## src/rtl/osd_cpu_bridge_if.sv

```systemverilog
// osd_cpu_bridge_if
// Groups the CPU-side request/config signals and the VRAM-side write port of
// the OSD CPU bridge into one bundle.
//   master : CPU / test side. Drives requests, blanking, vertical drive and
//            config. Observes the VRAM port and status.
//   slave  : the bridge itself.
// Signal summary:
//   CMD_STB_i, CMD_WAs_i, CMD_WDs_i : write request strobe (edge), address, data
//   BLANK_i, XVD_i, CPU_USE_i       : video timing and blanking bypass
//   CFG_i, CFG_ARM_i, CLR_i         : config word, arm strobe, sticky clear
//   VRAM_WE_o, VRAM_WAs_o, VRAM_WDs_o : VRAM write port
//   CFG_o, LEVELs_o, OVF_o, CFG_PEND_o : shadowed config and status
interface osd_cpu_bridge_if #(
    parameter int C_AW         = 10,
    parameter int C_DW         = 8,
    parameter int C_CFG_W      = 48,
    parameter int C_FIFO_DEPTH = 8
) ();
    logic                            CMD_STB_i;
    logic [C_AW-1:0]                 CMD_WAs_i;
    logic [C_DW-1:0]                 CMD_WDs_i;
    logic                            BLANK_i;
    logic                            XVD_i;
    logic                            CPU_USE_i;
    logic [C_CFG_W-1:0]              CFG_i;
    logic                            CFG_ARM_i;
    logic                            CLR_i;
    logic                            VRAM_WE_o;
    logic [C_AW-1:0]                 VRAM_WAs_o;
    logic [C_DW-1:0]                 VRAM_WDs_o;
    logic [C_CFG_W-1:0]              CFG_o;
    logic [$clog2(C_FIFO_DEPTH):0]   LEVELs_o;
    logic                            OVF_o;
    logic                            CFG_PEND_o;

    modport master (
        output CMD_STB_i, CMD_WAs_i, CMD_WDs_i, BLANK_i, XVD_i, CPU_USE_i,
               CFG_i, CFG_ARM_i, CLR_i,
        input  VRAM_WE_o, VRAM_WAs_o, VRAM_WDs_o, CFG_o, LEVELs_o, OVF_o,
               CFG_PEND_o
    );

    modport slave (
        input  CMD_STB_i, CMD_WAs_i, CMD_WDs_i, BLANK_i, XVD_i, CPU_USE_i,
               CFG_i, CFG_ARM_i, CLR_i,
        output VRAM_WE_o, VRAM_WAs_o, VRAM_WDs_o, CFG_o, LEVELs_o, OVF_o,
               CFG_PEND_o
    );
endinterface

```

## src/rtl/osd_cpu_bridge.sv

```systemverilog
// osd_cpu_bridge
// Queues CPU VRAM writes and drains them only during video blanking, with at
// most C_MAX_BURST writes per blanking interval (unless CPU_USE_i bypasses the
// gating). Also shadows a display-config word so that it changes only at
// vertical sync.
// Ports:
//   CK_i    : system clock
//   SYS_R_i : synchronous active-high reset
//   bus     : osd_cpu_bridge_if.slave (requests, timing, config, VRAM port,
//             status)
module osd_cpu_bridge #(
    parameter int C_AW         = 10,
    parameter int C_DW         = 8,
    parameter int C_FIFO_DEPTH = 8,
    parameter int C_CFG_W      = 48,
    parameter int C_MAX_BURST  = 4
) (
    input  logic              CK_i,
    input  logic              SYS_R_i,
    osd_cpu_bridge_if.slave   bus
);
    localparam int PW = $clog2(C_FIFO_DEPTH);
    localparam int EW = C_AW + C_DW;
    localparam int CW = $clog2(C_MAX_BURST + 1);
    localparam logic [PW:0]   DEPTHC = (PW+1)'(C_FIFO_DEPTH);
    localparam logic [PW:0]   PONE   = (PW+1)'(1);
    localparam logic [CW-1:0] MAXC   = CW'(C_MAX_BURST);
    localparam logic [CW-1:0] CONE   = CW'(1);

    typedef enum logic [1:0] {S_IDLE, S_WAIT_BLK, S_WRITE, S_HOLD} state_t;

    state_t            state;
    logic              stb_q, blank_q, xvd_q, arm_q;
    logic              push_valid;
    logic [EW-1:0]     push_entry;
    logic [EW-1:0]     mem [C_FIFO_DEPTH];
    logic [PW:0]       wr_ptr, rd_ptr, level, level_next;
    logic              full, empty, push, pop;
    logic [CW-1:0]     burst_cnt;
    logic              burst_done;
    logic [C_AW-1:0]   last_addr;
    logic [C_DW-1:0]   last_data;
    logic [EW-1:0]     head;
    logic [C_CFG_W-1:0] staging, cfg_shadow;
    logic              cfg_pend, ovf;
    logic              blank_rise, blank_fall, xvd_fall, arm_rise, write_ok, we;

    assign level      = wr_ptr - rd_ptr;
    assign full       = (level == DEPTHC);
    assign empty      = (level == '0);
    assign head       = mem[rd_ptr[PW-1:0]];
    assign blank_rise = bus.BLANK_i & ~blank_q;
    assign blank_fall = ~bus.BLANK_i & blank_q;
    assign xvd_fall   = ~bus.XVD_i & xvd_q;
    assign arm_rise   = bus.CFG_ARM_i & ~arm_q;

    // Write enable is decoded from the registered state so that the popped
    // entry appears on the VRAM port in the same cycle, and so that a reset
    // arriving mid-burst can suppress it immediately.
    assign write_ok   = ~empty & (bus.CPU_USE_i | (burst_cnt < MAXC));
    assign we         = (state == S_WRITE) & write_ok & ~SYS_R_i;
    assign pop        = we;
    // A simultaneous pop frees a slot, so a push into a full queue is still
    // accepted in that cycle.
    assign push       = push_valid & (~full | pop);
    assign level_next = level + {{PW{1'b0}}, push} - {{PW{1'b0}}, pop};
    assign burst_done = (burst_cnt >= MAXC) | (pop & (burst_cnt == MAXC - CONE));

    // Edge detectors and request capture. The strobe history resets to 1 so
    // a strobe already high when reset releases does not count as a request.
    always_ff @(posedge CK_i) begin
        if (SYS_R_i) begin
            stb_q      <= 1'b1;
            blank_q    <= 1'b0;
            xvd_q      <= 1'b0;
            arm_q      <= 1'b0;
            push_valid <= 1'b0;
            push_entry <= '0;
        end else begin
            stb_q      <= bus.CMD_STB_i;
            blank_q    <= bus.BLANK_i;
            xvd_q      <= bus.XVD_i;
            arm_q      <= bus.CFG_ARM_i;
            push_valid <= bus.CMD_STB_i & ~stb_q;
            if (bus.CMD_STB_i & ~stb_q)
                push_entry <= {bus.CMD_WAs_i, bus.CMD_WDs_i};
        end
    end

    // Queue storage; contents need no reset because the pointers define
    // validity.
    always_ff @(posedge CK_i) begin
        if (!SYS_R_i && push)
            mem[wr_ptr[PW-1:0]] <= push_entry;
    end

    // Queue pointers carry one extra MSB to tell full from empty.
    always_ff @(posedge CK_i) begin
        if (SYS_R_i) begin
            wr_ptr <= '0;
            rd_ptr <= '0;
        end else begin
            if (push) wr_ptr <= wr_ptr + PONE;
            if (pop)  rd_ptr <= rd_ptr + PONE;
        end
    end

    // Sticky overflow; a drop in the same cycle as a clear wins.
    always_ff @(posedge CK_i) begin
        if (SYS_R_i)
            ovf <= 1'b0;
        else if (push_valid && !push)
            ovf <= 1'b1;
        else if (bus.CLR_i)
            ovf <= 1'b0;
    end

    // Drain FSM with burst counter and the held VRAM address/data. A blanking
    // fall ends a burst after the current write; an empty queue returns to
    // idle; the burst limit parks the FSM until blanking ends.
    always_ff @(posedge CK_i) begin
        if (SYS_R_i) begin
            state     <= S_IDLE;
            burst_cnt <= '0;
            last_addr <= '0;
            last_data <= '0;
        end else begin
            if (blank_rise)
                burst_cnt <= pop ? CONE : '0;
            else if (pop && burst_cnt != MAXC)
                burst_cnt <= burst_cnt + CONE;
            if (pop) begin
                last_addr <= head[EW-1:C_DW];
                last_data <= head[C_DW-1:0];
            end
            case (state)
                S_IDLE:
                    if (!empty) state <= S_WAIT_BLK;
                S_WAIT_BLK:
                    if ((bus.BLANK_i || bus.CPU_USE_i) && !empty) state <= S_WRITE;
                S_WRITE:
                    if (!bus.CPU_USE_i && blank_fall)
                        state <= S_WAIT_BLK;
                    else if (level_next == '0)
                        state <= S_IDLE;
                    else if (!bus.CPU_USE_i && burst_done)
                        state <= S_HOLD;
                S_HOLD:
                    if (blank_fall) state <= S_WAIT_BLK;
                default:
                    state <= S_IDLE;
            endcase
        end
    end

    // Config shadowing. When an arm and a vertical-sync edge coincide, the
    // older staged value is applied and the newly armed one stays pending.
    always_ff @(posedge CK_i) begin
        if (SYS_R_i) begin
            staging    <= '0;
            cfg_shadow <= '0;
            cfg_pend   <= 1'b0;
        end else begin
            if (xvd_fall && cfg_pend)
                cfg_shadow <= staging;
            if (arm_rise) begin
                staging  <= bus.CFG_i;
                cfg_pend <= 1'b1;
            end else if (xvd_fall && cfg_pend) begin
                cfg_pend <= 1'b0;
            end
        end
    end

    assign bus.VRAM_WE_o  = we;
    assign bus.VRAM_WAs_o = we ? head[EW-1:C_DW] : last_addr;
    assign bus.VRAM_WDs_o = we ? head[C_DW-1:0]  : last_data;
    assign bus.CFG_o      = cfg_shadow;
    assign bus.LEVELs_o   = level;
    assign bus.OVF_o      = ovf;
    assign bus.CFG_PEND_o = cfg_pend;
endmodule

```

## src/flat_wrapper.sv

```systemverilog
// flat-port wrapper written by rule: the top's interface ports become plain ports
module osd_cpu_bridge_flat 
#(
    parameter int C_AW         = 10,
    parameter int C_DW         = 8,
    parameter int C_FIFO_DEPTH = 8,
    parameter int C_CFG_W      = 48,
    parameter int C_MAX_BURST  = 4
)
  (CK_i, SYS_R_i, bus_CMD_STB_i, bus_CMD_WAs_i, bus_CMD_WDs_i, bus_BLANK_i, bus_XVD_i, bus_CPU_USE_i, bus_CFG_i, bus_CFG_ARM_i, bus_CLR_i, bus_VRAM_WE_o, bus_VRAM_WAs_o, bus_VRAM_WDs_o, bus_CFG_o, bus_LEVELs_o, bus_OVF_o, bus_CFG_PEND_o);
  osd_cpu_bridge_if #(.C_AW(C_AW), .C_DW(C_DW), .C_CFG_W(C_CFG_W), .C_FIFO_DEPTH(C_FIFO_DEPTH)) bus_i ();
  input  logic CK_i;
  input  logic SYS_R_i;
  input wire logic [$bits(bus_i.CMD_STB_i)-1:0] bus_CMD_STB_i;
  input wire logic [$bits(bus_i.CMD_WAs_i)-1:0] bus_CMD_WAs_i;
  input wire logic [$bits(bus_i.CMD_WDs_i)-1:0] bus_CMD_WDs_i;
  input wire logic [$bits(bus_i.BLANK_i)-1:0] bus_BLANK_i;
  input wire logic [$bits(bus_i.XVD_i)-1:0] bus_XVD_i;
  input wire logic [$bits(bus_i.CPU_USE_i)-1:0] bus_CPU_USE_i;
  input wire logic [$bits(bus_i.CFG_i)-1:0] bus_CFG_i;
  input wire logic [$bits(bus_i.CFG_ARM_i)-1:0] bus_CFG_ARM_i;
  input wire logic [$bits(bus_i.CLR_i)-1:0] bus_CLR_i;
  output wire logic [$bits(bus_i.VRAM_WE_o)-1:0] bus_VRAM_WE_o;
  output wire logic [$bits(bus_i.VRAM_WAs_o)-1:0] bus_VRAM_WAs_o;
  output wire logic [$bits(bus_i.VRAM_WDs_o)-1:0] bus_VRAM_WDs_o;
  output wire logic [$bits(bus_i.CFG_o)-1:0] bus_CFG_o;
  output wire logic [$bits(bus_i.LEVELs_o)-1:0] bus_LEVELs_o;
  output wire logic [$bits(bus_i.OVF_o)-1:0] bus_OVF_o;
  output wire logic [$bits(bus_i.CFG_PEND_o)-1:0] bus_CFG_PEND_o;
  assign bus_i.CMD_STB_i = bus_CMD_STB_i;
  assign bus_i.CMD_WAs_i = bus_CMD_WAs_i;
  assign bus_i.CMD_WDs_i = bus_CMD_WDs_i;
  assign bus_i.BLANK_i = bus_BLANK_i;
  assign bus_i.XVD_i = bus_XVD_i;
  assign bus_i.CPU_USE_i = bus_CPU_USE_i;
  assign bus_i.CFG_i = bus_CFG_i;
  assign bus_i.CFG_ARM_i = bus_CFG_ARM_i;
  assign bus_i.CLR_i = bus_CLR_i;
  assign bus_VRAM_WE_o = bus_i.VRAM_WE_o;
  assign bus_VRAM_WAs_o = bus_i.VRAM_WAs_o;
  assign bus_VRAM_WDs_o = bus_i.VRAM_WDs_o;
  assign bus_CFG_o = bus_i.CFG_o;
  assign bus_LEVELs_o = bus_i.LEVELs_o;
  assign bus_OVF_o = bus_i.OVF_o;
  assign bus_CFG_PEND_o = bus_i.CFG_PEND_o;
  osd_cpu_bridge #(.C_AW(C_AW), .C_DW(C_DW), .C_FIFO_DEPTH(C_FIFO_DEPTH), .C_CFG_W(C_CFG_W), .C_MAX_BURST(C_MAX_BURST)) u_core (.CK_i(CK_i), .SYS_R_i(SYS_R_i), .bus(bus_i));
endmodule
```

## config.mk

```make
export PLATFORM = sky130hd
export DESIGN_NAME = osd_cpu_bridge_flat
export DESIGN_NICKNAME = d
export VERILOG_FILES = /design/src/rtl/osd_cpu_bridge_if.sv /design/src/rtl/osd_cpu_bridge.sv /design/src/flat_wrapper.sv
export SDC_FILE = /design/constraint.sdc
export NUM_CORES = 1
export LEC_CHECK = 0
export BUFFER_PORTS_ARGS = -buffer_cell sky130_fd_sc_hd__buf_2
export CORE_MARGIN = 2
export CORE_UTILIZATION = 52
export DETAILED_ROUTE_END_ITERATION = 10
export MAX_ROUTING_LAYER = met4
export PLACE_DENSITY = 0.74
export SLEW_MARGIN = 0
export SYNTH_ARGS = -nofsm -noshare
export SYNTH_HDL_FRONTEND = slang
export SYNTH_SLANG_ARGS = --single-unit
```

## constraint.sdc

```tcl
create_clock -name CK_i -period 4.1 [get_ports CK_i]
set_clock_uncertainty 0.2 [all_clocks]
set_input_delay 1.23 -clock CK_i [delete_from_list [all_inputs] [get_ports CK_i]]
set_output_delay 1.23 -clock CK_i [all_outputs]
set_load 0.01 [all_outputs]
```

Word level (Yosys, flattened, before mapping)
Memory sizes are Yosys's and may differ from the RTL's. A register that Yosys moved wholly into a read port is not among the register bits.
Index checks and enable logic that the tools add are counted.
Storage, ports and cells
  input bits: 74
  register bits after elaboration: 152
  bits in writable memories: 144
  memories kept: 1
Operators by class
  equal/unequal tests: 10
  order comparisons: 2
  reduce and logical (&&, ||, !) cells: 19
  multiplexer cells: 20
  add/subtract/negate cells: 6
  bitwise operators: 21
Memories
  u_core.mem: depth 8, width 18, rd ports 1, clocked after memory_dff 1, wr ports 1, line osd_cpu_bridge.sv:36  | logic [EW-1:0] mem [C_FIFO_DEPTH];
Operator list (count)
  2-bit 2-to-1 mux: 6
  3-bit 2-to-1 mux: 4
  1-bit bitwise AND: 10
  10-bit 2-to-1 mux: 1
  4-bit by 1-bit adder with 4-bit output (second input constant): 2
  4-bit logical NOT: 2
  8-bit 2-to-1 mux: 1
  1-bit NOT: 8
  2-bit one-hot mux with 4 select lines: 1
  1-bit logical AND: 7
  1-bit 2-to-1 mux: 7
  2-bit nonzero test: 3
  4-bit by 1-bit adder with 4-bit output: 1
  2-bit == test (second input constant): 2
  4-bit == test (second input constant): 1
  1-bit logical NOT: 4
  2-bit by 1-bit inequality test with 1-bit output (second input constant): 2
  4-bit inequality test (second input constant): 1
  4-bit AND reduction: 1
  4-bit by 1-bit subtractor with 4-bit output: 1
  4-bit subtractor: 1
  3-bit by 1-bit adder with 3-bit output (second input constant): 1
  3-bit by 2-bit == test with 1-bit output (second input constant): 1
  3-bit greater-or-equal comparator (second input constant): 1
  7 further kinds: 9

Longest topological paths before layout
Gate-level depths: netlist (run 1).
  word-level depth: 14
  depth in mapped cells: 21
  mapped depth without buffers: 20

Least setup slack after synthesis (run 1)
No wires, ideal clock.
  path kind: register to register
  from: register u_core.wr_ptr[0]
  to: memory u_core.mem[7][0] (netlist name), enable pin
  data required time: 3461 ps
  stages on the path, launching flop included: 11
  data arrival time: 3894 ps
  setup slack: -433 ps
  cell sequence: dfxtp_1 inv_1 ha_1 inv_1 fa_1 xnor2_1 ha_1 and3b_4 o31ai_4 nand2_2 nor4_1
On the way
  word-level cells in the longest chain between the ends: 11
  elaborated cells between the ends (all ways): 13
  classes of those cells: add/sub: 1; eq/ne: 1; mux: 2; bitwise: 7; reduce/logical: 2
Ends and longest elaborated chain
  start, declared: line osd_cpu_bridge.sv:37  | logic [PW:0] wr_ptr, rd_ptr, level, level_next;
  start signal, assigned: line osd_cpu_bridge.sv:103  | if (push) wr_ptr <= wr_ptr + PONE;
  4-bit subtractor: line osd_cpu_bridge.sv:48  | assign level = wr_ptr - rd_ptr;
  4-bit logical NOT: line osd_cpu_bridge.sv:50  | assign empty = (level == '0);
  1-bit NOT: line osd_cpu_bridge.sv:60  | assign write_ok = ~empty & (bus.CPU_USE_i | (burst_cnt < MAXC));
  1-bit bitwise AND: line osd_cpu_bridge.sv:60
  1-bit bitwise AND (2 in a row): line osd_cpu_bridge.sv:61  | assign we = (state == S_WRITE) & write_ok & ~SYS_R_i;
  1-bit OR: line osd_cpu_bridge.sv:65  | assign push = push_valid & (~full | pop);
  1-bit bitwise AND: line osd_cpu_bridge.sv:65
  1-bit logical AND: line osd_cpu_bridge.sv:93  | if (!SYS_R_i && push)
  1-bit 2-to-1 mux: line osd_cpu_bridge.sv:93
  1-bit 2-to-1 mux (implied by the code): line osd_cpu_bridge.sv:94  | mem[wr_ptr[PW-1:0]] <= push_entry;
  end, declared: line osd_cpu_bridge.sv:36
Parallel ways exist; a longest one is shown, timed or not.

Worst setup path in the final report (run 1)
  from: register u_core.rd_ptr[1]
  to: output port bus_VRAM_WDs_o[7]
On the way
  word-level cells in the longest chain between the ends: 7
Ends and longest elaborated chain
  start, declared: line osd_cpu_bridge.sv:37
  start signal, assigned: line osd_cpu_bridge.sv:104  | if (pop) rd_ptr <= rd_ptr + PONE;
  4-bit subtractor: line osd_cpu_bridge.sv:48
  4-bit logical NOT: line osd_cpu_bridge.sv:50
  1-bit NOT: line osd_cpu_bridge.sv:60
  1-bit bitwise AND: line osd_cpu_bridge.sv:60
  1-bit bitwise AND (2 in a row): line osd_cpu_bridge.sv:61
  8-bit 2-to-1 mux: line osd_cpu_bridge.sv:177  | assign bus.VRAM_WDs_o = we ? head[C_DW-1:0] : last_data;
  end, declared: line flat_wrapper.sv:25  | output wire logic [$bits(bus_i.VRAM_WDs_o)-1:0] bus_VRAM_WDs_o;
Every way passes these cells.

==> summary.txt, run 1 <==
Status: finished, violations left
Failing checks: setup timing
Residual DRC: 0
DP Wirelength: 14300 um
Cells after Synth: 954
Clock buffer depth: 3
Die area: 23300 um2
Yosys warns: 0
Synth Flop Type: dfxtp_1
Syn avg cell area: 12.1 um2
First DRT Iteration DRCs: 349
Synthesized Nets: 1047
Maximum vdd drop: 0.399 mV
Final hold violations: 0
Rows: 54
Placed cell count: 1354
Initial antenna violation count: 7
Crit start category: flip-flop
Num ports: 147
EDFF count, synth: 144
Critical path origin: u_core.rd_ptr[1]
Slew Viols, Final: 0
Vias in the first global route: 7571
H-tree depth: 1
CTS tree: yes
Vias/cell: 5.33
Final Non-Filler Cells: 1430
CORE AREA: 21800 um2
Sequential element share of the synthesized area: 64.5%
Setup violations, final: 19
Drt wl/cell: 17.5 um
Setup TNS: -5580 ps
Final worst setup slack: -328 ps
CP most frequent cell: a21o_1
Largest net degree at the start of global routing: 101
WP buf/inv: 4
PwrDens: 430 nW/um2
Layout cell share with drive strength beyond 1: 29.2%
Hold path start: u_core.staging[0]
Critical path endpoint: bus_VRAM_WDs_o[7]
Die Height: 153 um
Critical Path Fanout Max: 5
Final min period: 4430 ps
Critical Path RT: 2670 ps
Final nets: 1212
Fraction of registers with async set or reset after synthesis: 0%
CP cell instances: inv_2 -> ha_4 -> a21o_1 -> a21o_1 -> xor2_1 -> ha_2 -> and3b_4 -> or3_4 -> buf_12 -> buf_16 -> o21ai_2 -> buf_2
Grt ovf: 0
Reg-to-reg endpoint: u_core.state[1]
Number of synthesized register bits: 299
Worst skew pair latency: 550 ps
Crit Path Category: reg -> out
Synth Cell Area: 11500 um2
MaxCap Viol Count: 0
CP endpoint kind: primary output
CTS buffer count: 30
Initial Util: 52.9%
Cells on worst reg2reg path: 21
Slowest CP cell: or3_4
Chip width: 153 um
I/O Buffers: 146
DR pass1 iterations: 7
RSZ-0062 raised after global routing: true
Fin util: 64.5%
GRT Total Usage: 21.9%
P&R area growth vs syn: 21.9%
Cell family with most CP delay: buffers and inverters
Clk sinks: 299
Slew of the pin with the lowest slew margin: 1010 ps
Slew headroom: 32.7%
CP peak stage delay: 380 ps
Via total after detailed routing: 7618
Detail Route Antenna Nets: 0
CTS root buf: clkbuf_16
Total Power: 6.03 mW
First-pass GRT wire length: 39700 um
Leakage: 5.21 nW
Distinct cells, synth: 53
Placer Congestion: 0.788
Min-delay worst type: reg -> reg
CTS Hold Buffers Added: 0
Worst reg-to-reg setup slack: 180 ps
Total length of routed wires: 25000 um
Fin crit share: 108%
CP Data Arrival Time: 3000 ps
Clk pin slew, worst setup/hold paths: 60 ps
Max Freq: 226 MHz
Reg2Reg Launch Point: u_core.rd_ptr[1]
CP Depth: 12
[cell usage in the layout (no fill, tap or decap), drive strengths merged, types with 6 or more instances in the layout]
cell and count:
buf 190, mux4 36, and2 18, o21ai 26
a21oi 121, nor3b 6, dfxtp 155, clkinv 13
edfxtp 144, clkbuf 39, mux2i 20, nor2 12
diode 7, ha 17, nand2 255, inv 22
[flip-flops by register name, summed over array words and instances (netlist names), 2 cells and up, named ones only]
| name | flops |
|---|---|
| u_core.mem | 144 |
| u_core.push_entry | 18 |
| u_core.last_data | 8 |
| u_core.last_addr | 10 |
| u_core.bus.CFG_o | 48 |
| u_core.rd_ptr | 4 |
| u_core.wr_ptr | 4 |
| u_core.state | 2 |
| u_core.burst_cnt | 3 |
| u_core.staging | 48 |
[cell families (layout without fill, tap and decap cells)]
logic type / Yosys count / in the layout / synth area share [%]
adder cells (fa/ha/maj): 19 / 19 / 2.20
buffers and inverters: 80 / 269 / 3.30
flip-flops: 299 / 299 / 64.5
XOR/XNOR: 8 / 8 / 0.609
AO/OA/AOI/OAI: 165 / 165 / 8.39
AND/OR/NAND/NOR: 327 / 327 / 12.2
other: 0 / 7 / 0
multiplexers: 56 / 56 / 8.78
[worst register-to-register path: stages, from the launching register on]
cell and delay, ps:
dfxtp_2 320, inv_2 70, ha_4 190, a21o_1 180
a21o_1 170, xor2_1 170, ha_2 190, and3b_4 170
or3_4 380, buf_4 150, buf_6 120, inv_4 50
nand2_1 80, nand2_1 80, ha_1 170, inv_1 60
fa_1 400, xnor2_2 150, nor3b_2 170, a31oi_1 110
o32a_1 180, o31ai_1 60
[cells in the mapped netlist (2+ instances only)]
cell	number	area (um2)
nand3b_1	2	15.0
buf_4	2	15.0
buf_1	5	18.8
and3b_1	3	26.3
nor2b_1	4	25.0
xnor2_1	4	35.0
o21ai_2	18	158
mux2i_1	20	200
nand2_1	254	953
nor4_1	2	12.5
a21oi_1	120	601
nand3_1	5	25.0
and2_1	18	113
xor2_1	4	35.0
mux4_2	36	811
a21o_1	3	22.5
buf_6	7	78.8
nand2b_1	4	25.0
dfxtp_1	155	3100
fa_1	2	40.0
edfxtp_1	144	4320
nor3_2	2	20.0
nor2_1	12	45.0
o32a_1	2	20.0
o21ai_0	7	35.0
or3_1	4	25.0
nor3b_1	6	45.0
a31oi_1	2	12.5
nand4_1	2	12.5
nor3_1	3	15.0
buf_2	5	25.0
clkbuf_1	38	143
ha_1	17	213
o31ai_1	3	22.5
inv_1	21	78.8
[area by class of cell]
cell class                      instances  area, um2
Fill cell                            1646       7720
Clock buffer                           39        816
Timing Repair Buffer                  191       1270
Antenna cell                            7       17.5
Clock inverter                         17        139
Multi-Input combinational cell        575       3920
Sequential cell                       299       7430
Inverter                               22       85.1
Tap cell                              280        350
[how the worst min path moves through the flow]
stage	to	slack (ps)	depth (start not counted)
6_report	u_core.bus.CFG_o[0]	240	2
5_1_grt	u_core.bus.CFG_o[23]	260	2
4_1_cts	u_core.bus.CFG_o[0]	250	2
3_5_place_dp	u_core.bus.CFG_o[25]	240	2
3_3_place_gp	u_core.bus.CFG_o[22]	240	2
2_1_floorplan	u_core.bus.CFG_o[0]	230	2
[stage by stage]
step / hold WS [ps] / setup WS (ps) / instance area (um2)
detailed placement: 242 / -25.4 / 12600
global placement: 236 / 74.5 / 12600
floorplan: 232 / -101 / 11500
global route: 262 / -408 / 14000
finish: 245 / -328 / 14000
CTS: 248 / -281 / 13900
[metal layers]
layer / global-route usage (%) / up-vias / part of all wire [%]
li1: - / 3676 / -
met1: 28.5 / 3675 / 42
met2: 34.7 / 236 / 48
met3: 6.31 / 31 / 8.1
met4: 4.85 / 0 / 1.8
met5: - / - / 0
[power breakdown]
group          leakage [nW]  switching (mW)  total, mW  internal (mW)
clock network         0.461            1.10       2.62           1.52
logic                  2.16           0.131      0.217         0.0857
registers              2.59          0.0343       3.20           3.16
[what timing repair did]
item,CTS,global route
pin swaps,23,1
setup endpoints to repair,21,21
resized for setup,36,15
buffers inserted,7,0
cloned,6,0
No activity file was read; power rests on OpenSTA's default activity.
==> run 2: changes to the inputs <==
--- a/config.mk
+++ b/config.mk
@@ -6,7 +6,7 @@
 export NUM_CORES = 1
 export LEC_CHECK = 0
 export BUFFER_PORTS_ARGS = -buffer_cell sky130_fd_sc_hd__buf_2
-export CORE_MARGIN = 2
+export CORE_MARGIN = 4
 export CORE_UTILIZATION = 52
 export DETAILED_ROUTE_END_ITERATION = 10
 export MAX_ROUTING_LAYER = met4
==> summary.txt, run 2 (synthesis results as in run 1) <==
RSZ-0062 raised after global routing: true
Max Freq: 224 MHz (-0.87%)
CTS buffer count: 30 (unchanged)
CTS tree: yes
Crit Path Category: reg -> out
Drt wl/cell: 18.5 um (+6.1%)
Vias in the first global route: 7709 (+1.8%)
H-tree depth: 1 (unchanged)
Layout cell share with drive strength beyond 1: 30.1% (+0.88 points)
Sequential share of power: 53.0% (about the same)
Vias/cell: 5.44 (+2.1%)
Sw frac: 21.0% (+0.050 points)
Clock power share: 43.3% (about the same)
Final worst setup slack: -366 ps (-38.7 ps)
Slowest CP cell: or3_4
Setup violations, final: 19 (unchanged)
Cells on worst reg2reg path: 20 (-4.8%)
Critical path origin: u_core.rd_ptr[1]
Die Height: 157 um (+2.6%)
Maximum vdd drop: 0.377 mV (-5.4%)
Initial Util: 52.8% (-0.16 points)
Rows: 54 (unchanged)
Slew of the pin with the lowest slew margin: 1150 ps (+140 ps)
CP most frequent cell: a21o_1
Max reg flops: 144 (unchanged)
GRT Total Usage: 22.1% (+0.15 points)
Critical Path RT: 2670 ps (about the same)
Clock buffer depth: 3 (unchanged)
Dpl cell area: 12600 um2 (+0.14%)
Setup TNS: -6300 ps (-718 ps)
Worst hold path stage count: 2 (unchanged)
Failing checks: setup timing
Fin crit share: 109% (+0.94 points)
Gate power share: 3.7% (about the same)
Clk pin slew, worst setup/hold paths: 60 ps (about the same)
WHS: 251 ps (+6.58 ps)
Slew Viols, Final: 0 (unchanged)
Commonest non-fill, non-tap cell in the layout: nand2_1
CP peak stage delay: 380 ps (about the same)
PwrDens: 428 nW/um2 (-0.50%)
First DRT Iteration DRCs: 500 (+43%)
CTS Hold Buffers Added: 0 (unchanged)
Worst Hold End: u_core.bus.CFG_o[40]
Via total after detailed routing: 7776 (+2.1%)
Clk sinks: 299 (unchanged)
Num ports: 147 (unchanged)
Worst skew pair latency: 550 ps (about the same)
Most frequent cells in the layout: nand2_1, dfxtp_1, edfxtp_1
Initial antenna violation count: 3 (-4)
Switching power: 1.26 mW (+0.18%)
I/O Buffers: 146 (unchanged)
Die area: 24600 um2 (+5.3%)
Min-delay worst type: reg -> reg
Largest net degree at the start of global routing: 98 (-3.0%)
Crit start category: flip-flop
First-pass GRT wire length: 41500 um (+4.4%)
CP endpoint kind: primary output
Cell area after layout: 14100 um2 (+0.44%)
Chip width: 157 um (+2.6%)
CTS root buf: clkbuf_16
Final nets: 1217 (+0.41%)
CP Data Arrival Time: 3040 ps (+40 ps)
Final hold violations: 0 (unchanged)
Grt ovf: 0 (unchanged)
DR pass1 iterations: 5 (-2)
Worst reg-to-reg setup slack: 130 ps (-50 ps)
Final min period: 4470 ps (+38.7 ps)
CORE AREA: 21800 um2 (+0.31%)
CP cell instances: inv_2 -> ha_4 -> a21o_1 -> a21o_1 -> xor2_1 -> ha_2 -> and3b_4 -> or3_4 -> buf_12 -> buf_16 -> nand2_2 -> o21ai_4 -> buf_6
P&R area growth vs syn: 22.4%
Status: finished, violations left
MaxCap Viol Count: 0 (unchanged)
Total length of routed wires: 26500 um (+6.0%)
Slew headroom: 23.4% (-9.3 points)
Pint: 4.77 mW (-0.13%)
Critical Path Fanout Max: 5 (unchanged)
Detail Route Antenna Nets: 0 (unchanged)
Placer Congestion: 0.792 (+0.61%)
Reg2Reg Launch Point: u_core.rd_ptr[1]
Reg-to-reg endpoint: u_core.state[1]
Leakage: 5.24 nW (+0.65%)
Residual DRC: 0 (unchanged)
DP Wirelength: 15000 um (+5.5%)
Hold path start: u_core.staging[40]
==> run 2: cell types whose count changed in the layout (fill, tap and decap cells not counted), sizes merged <==
| cell | before | now |
|---|---|---|
| buf | 190 | 195 |
| bufinv | 2 | 1 |
| diode | 7 | 3 |
| clkbuf | 39 | 42 |
| clkinvlp | 2 | 1 |
| clkinv | 13 | 10 |
==> run 2: critical path, delay by kind of cell, from the launching register on <==
kind,cells,cell delay [ps]
and+or+nand+nor,3,660
buffers and inverters,4,510
AOI/OAI and AO/OA,3,400
xor gates and xnor gates,1,180
DFF,1,340
adders and majority gates,2,400
==> run 2: stage by stage <==
stage	total power [mW]	worst slack, ps	cells	utilization, %
after floorplan	3.38	-101	954	-
after global placement	3.47	48.2	1356	57.9
after detailed placement	3.48	-61.8	1356	57.9
after CTS	6.06	-303	1426	64.2
after global routing	6.23	-442	1429	64.6
final	6.03	-366	1429	64.6
==> run 2: layout make-up <==
cell class              count  area, um2
diodes                      3       7.51
fillers                  1612       7730
inverters                  22       85.1
well taps                 280        350
repair buffers            196       1330
multi-input cells         575       3940
flip-flops and latches    299       7430
clock inverters            12       85.1
clock buffers              42        861
==> run 2: how the worst max path moves through the flow <==
| stage | slack (ps) | to | cells past startpoint |
|---|---|---|---|
| after floorplan | -100 | u_core.mem[4][0] | 10 |
| after global placement | 50 | u_core.state[1] | 20 |
| after detailed placement | -60 | u_core.state[1] | 20 |
| after CTS | -300 | bus_VRAM_WDs_o[5] | 12 |
| after global routing | -440 | bus_VRAM_WAs_o[9] | 12 |
| final | -370 | bus_VRAM_WDs_o[2] | 13 |
==> run 2: power groups by stage <==
stage | clock (mW) | combinational (mW) | sequential [mW]
2_1_floorplan | 0 | 0.132 | 3.25
3_3_place_gp | 0 | 0.214 | 3.26
3_5_place_dp | 0 | 0.218 | 3.26
4_1_cts | 2.65 | 0.220 | 3.20
5_1_grt | 2.78 | 0.249 | 3.20
6_report | 2.61 | 0.222 | 3.20
==> run 2: timing repair <==
| item | in CTS | in global routing |
|---|---|---|
| pin swaps | 32 | 1 |
| buffers inserted | 10 | 0 |
| resized for setup | 48 | 11 |
| setup endpoints to repair | 21 | 21 |
| cloned | 6 | 0 |
==> run 2: metal layers <==
layer	vias up	GRT usage, %	part of all wire, %
li1	3685	-	-
met1	3762	28.6	41
met2	279	36.3	50
met3	50	4.59	7.3
met4	0	4.79	2.3
met5	-	-	0
==> run 3: changes to the inputs <==
--- a/config.mk
+++ b/config.mk
@@ -5,12 +5,14 @@
 export SDC_FILE = /design/constraint.sdc
 export NUM_CORES = 1
 export LEC_CHECK = 0
+export ABC_AREA = 1
 export BUFFER_PORTS_ARGS = -buffer_cell sky130_fd_sc_hd__buf_2
 export CORE_MARGIN = 4
-export CORE_UTILIZATION = 52
+export CORE_UTILIZATION = 58
+export CTS_CLUSTER_DIAMETER = 40
 export DETAILED_ROUTE_END_ITERATION = 10
 export MAX_ROUTING_LAYER = met4
-export PLACE_DENSITY = 0.74
+export PLACE_DENSITY = 0.78
 export SLEW_MARGIN = 0
 export SYNTH_ARGS = -nofsm -noshare
 export SYNTH_HDL_FRONTEND = slang
==> constraint.sdc (replaced) <==
create_clock -name CK_i -period 5.1 [get_ports CK_i]
set_clock_uncertainty 0.2 [all_clocks]
set_input_delay 1.53 -clock CK_i [delete_from_list [all_inputs] [get_ports CK_i]]
set_output_delay 1.53 -clock CK_i [all_outputs]
set_load 0.01 [all_outputs]
==> summary.txt, run 3 <==
Commonest cells post-synth: nor2_1, o21ai_0, dfxtp_1
FF+latch area: 7430 um2 (about the same)
Cell with the most instances after synthesis: nor2_1
Max Freq: 210 MHz
Initial antenna violation count: 5 (+2)
Critical Path Fanout Max: 25 (+20)
CP peak stage delay: 430 ps (+50 ps)
P&R area growth vs syn: 18.5%
Critical Path RT: 3370 ps (+700 ps)
Synth Area in Simple Gates: 13.7% (+1.5 points)
Sequential element share of the synthesized area: 63.3% (-1.3 points)
DR pass1 iterations: 5 (unchanged)
Cell family with most CP delay: adder cells
Distinct cells, synth: 36 (-32%)
Worst hold path stage count: 2 (unchanged)
Post-Synth Adder-Cell Area: 2.15% (-0.043 points)
# fillers: 1474 (-8.6%)
Number of synthesized register bits: 299 (unchanged)
CTS root buf: clkbuf_16
Most frequent cells in the layout: nor2_1, o21ai_0, dfxtp_1
CP endpoint kind: primary output
Multi-input combinational cell area: 3650 um2 (-7.5%)
CP most frequent cell: inv_1
MaxCap Viol Count: 0 (unchanged)
Residual DRC: 0 (unchanged)
Largest cells by area after synthesis: edfxtp_1, dfxtp_1, nor2_1
I/O Buffers: 146 (unchanged)
Clock buffer depth: 3 (unchanged)
Crit start category: flip-flop
Maximum vdd drop: 0.353 mV (-6.3%)
Via total after detailed routing: 8630 (+11%)
Final min period: 4760 ps
PwrDens: 410 nW/um2 (-4.1%)
Placer Congestion: 0.814 (+2.8%)
WP buf/inv: 5 (+1)
Fin crit share: 93.2%
Min-delay worst type: reg -> reg
Detail Route Antenna Nets: 0 (unchanged)
GRT Total Usage: 23.7% (+1.6 points)
CP Data Arrival Time: 3030 ps (about the same)
Final nets: 1425 (+17%)
Slew Viols, Final: 0 (unchanged)
Vias in the first global route: 8358 (+8.4%)
Grt ovf: 0 (unchanged)
Main combinational cell family by area after synthesis: compound AO/OA/AOI/OAI gates
Crit Path Category: reg -> out
Post-cts resize count: 0 (-100%)
Max reg flops: 144 (unchanged)
Worst skew pair latency: 510 ps (-40 ps)
Cells on worst reg2reg path: 24 (+20%)
Worst reg-to-reg setup slack: 950 ps (+820 ps)
CORE AREA: 19700 um2 (-9.9%)
Hold path start: u_core.bus.CFG_o[18]
Slew headroom: 34.4% (+11 points)
Num ports: 147 (unchanged)
Commonest non-fill, non-tap cell in the layout: nor2_1
Die Height: 150 um (-4.2%)
Clk pin slew, worst setup/hold paths: 60 ps (about the same)
Final hold violations: 0 (unchanged)
H-tree depth: 2 (+1)
Multiplexer share of the synthesized area: 0% (-8.8 points)
Final worst setup slack: 344 ps (+711 ps)
CTS tree: yes
Leakage: 5.68 nW (+8.3%)
Syn avg cell area: 9.79 um2 (-19%)
Worst Hold End: u_core.bus.CFG_o[18]
EDFF count, synth: 144 (unchanged)
Cells after Synth: 1199 (+26%)
Yosys warns: 0 (unchanged)
Initial Util: 59.7% (+7.0 points)
Drt wl/cell: 15.7 um (-15%)
Synthesized Nets: 1292 (+23%)
WHS: 239 ps (-12.0 ps)
Compound-cell area share of the yosys netlist: 14.6% (+6.2 points)
Yosys top cell area share: 36.8% (-0.73 points)
Clk sinks: 299 (unchanged)
RSZ-0062 raised after global routing: false
First-pass GRT wire length: 41200 um (-0.76%)
Synth Flop Type: dfxtp_1
Layout cell share with drive strength beyond 1: 18.7% (-11 points)
Reg2Reg Launch Point: u_core.wr_ptr[0]
Reg-to-reg endpoint: u_core.state[1]
Synth area leader: edfxtp_1
Total length of routed wires: 25700 um (-3.1%)
Place WS: 733 ps (+795 ps)
Chip width: 150 um (-4.2%)
Setup violations, final: 0 (-19)
Fraction of registers with async set or reset after synthesis: 0% (unchanged)
Status: complete, no violations
Largest net degree at the start of global routing: 116 (+18%)
Total Power: 5.71 mW (-5.4%)
CTS buffer count: 37 (+23%)
CP cell instances: inv_1 -> ha_1 -> inv_1 -> fa_1 -> xor2_1 -> inv_1 -> ha_1 -> nand3_2 -> nand3b_4 -> inv_4 -> o211ai_1 -> nand2_1 -> buf_2
First DRT Iteration DRCs: 679 (+36%)
Rows: 51 (-5.6%)
Slowest CP cell: fa_1
Die area: 22600 um2 (-8.1%)
Synth Area in XOR/XNOR: 0.522% (-0.086 points)
Slew of the pin with the lowest slew margin: 982 ps (-166 ps)
Vias/cell: 5.29 (-2.8%)
Setup TNS: 0 ps (+6300 ps)
DP Wirelength: 15400 um (+2.0%)
Post-CTS Setup Bufs: 0 (-10)
Synth Cell Area: 11700 um2 (+2.0%)
CTS Hold Buffers Added: 0 (unchanged)
[run 3: area by class of cell]
cell class	count	share of cell area, %
sequential	299	53.4
multi-input combinational	741	26.2
clock buffer	45	7.18
timing repair buffer	164	6.31
inverter	89	2.42
tap	265	2.38
clock inverter	23	2.01
antenna	5	0.0899
[run 3: kinds of logic after synthesis]
logic type      after synthesis
xor+xnor                      7
buf+inv                     159
flops                       299
compound gates              314
fa+ha+maj                    19
simple gates                401
[run 3: worst max path at each step]
| stage | startpoint | to | slack, ps | depth (start not counted) |
|---|---|---|---|---|
| 2_1_floorplan | u_core.wr_ptr[0] | bus_VRAM_WAs_o[0] | 990 | 13 |
| 3_5_place_dp | bus_CPU_USE_i | bus_VRAM_WAs_o[6] | 730 | 7 |
| 3_3_place_gp | SYS_R_i | bus_VRAM_WAs_o[3] | 780 | 7 |
| 5_1_grt | u_core.wr_ptr[0] | bus_VRAM_WAs_o[3] | 130 | 13 |
| 4_1_cts | u_core.wr_ptr[0] | bus_VRAM_WAs_o[6] | 300 | 13 |
| 6_report | u_core.wr_ptr[0] | bus_VRAM_WAs_o[3] | 340 | 13 |
[run 3: power by group]
part	internal [mW]	switching (mW)	total, mW
registers	2.58	0.0494	2.63
clock network	1.64	1.02	2.66
logic	0.153	0.267	0.419
total	4.37	1.34	5.71
[run 3: worst reg2reg max path: cells and delay by family (launching register included)]
family / cells / cell delay, ps
fa+ha+maj: 5 / 1500
simple gates: 12 / 1140
buf+inv: 6 / 720
flops: 1 / 350
xor+xnor: 1 / 180
[run 3: metrics by stage]
step           instance area (um2)  instances  utilization [%]
5_1_grt                      13900       1631             70.8
2_1_floorplan                11700       1199                -
3_5_place_dp                 12600       1558             64.2
6_report                     13900       1631             70.8
3_3_place_gp                 12600       1558             64.2
4_1_cts                      13900       1626             70.7
[run 3: metal layers]
metal,global-route usage (%),routed length (um)
met5,-,0
met4,7.96,548
met3,6.59,2300
met2,36.5,11800
met1,30.5,11000
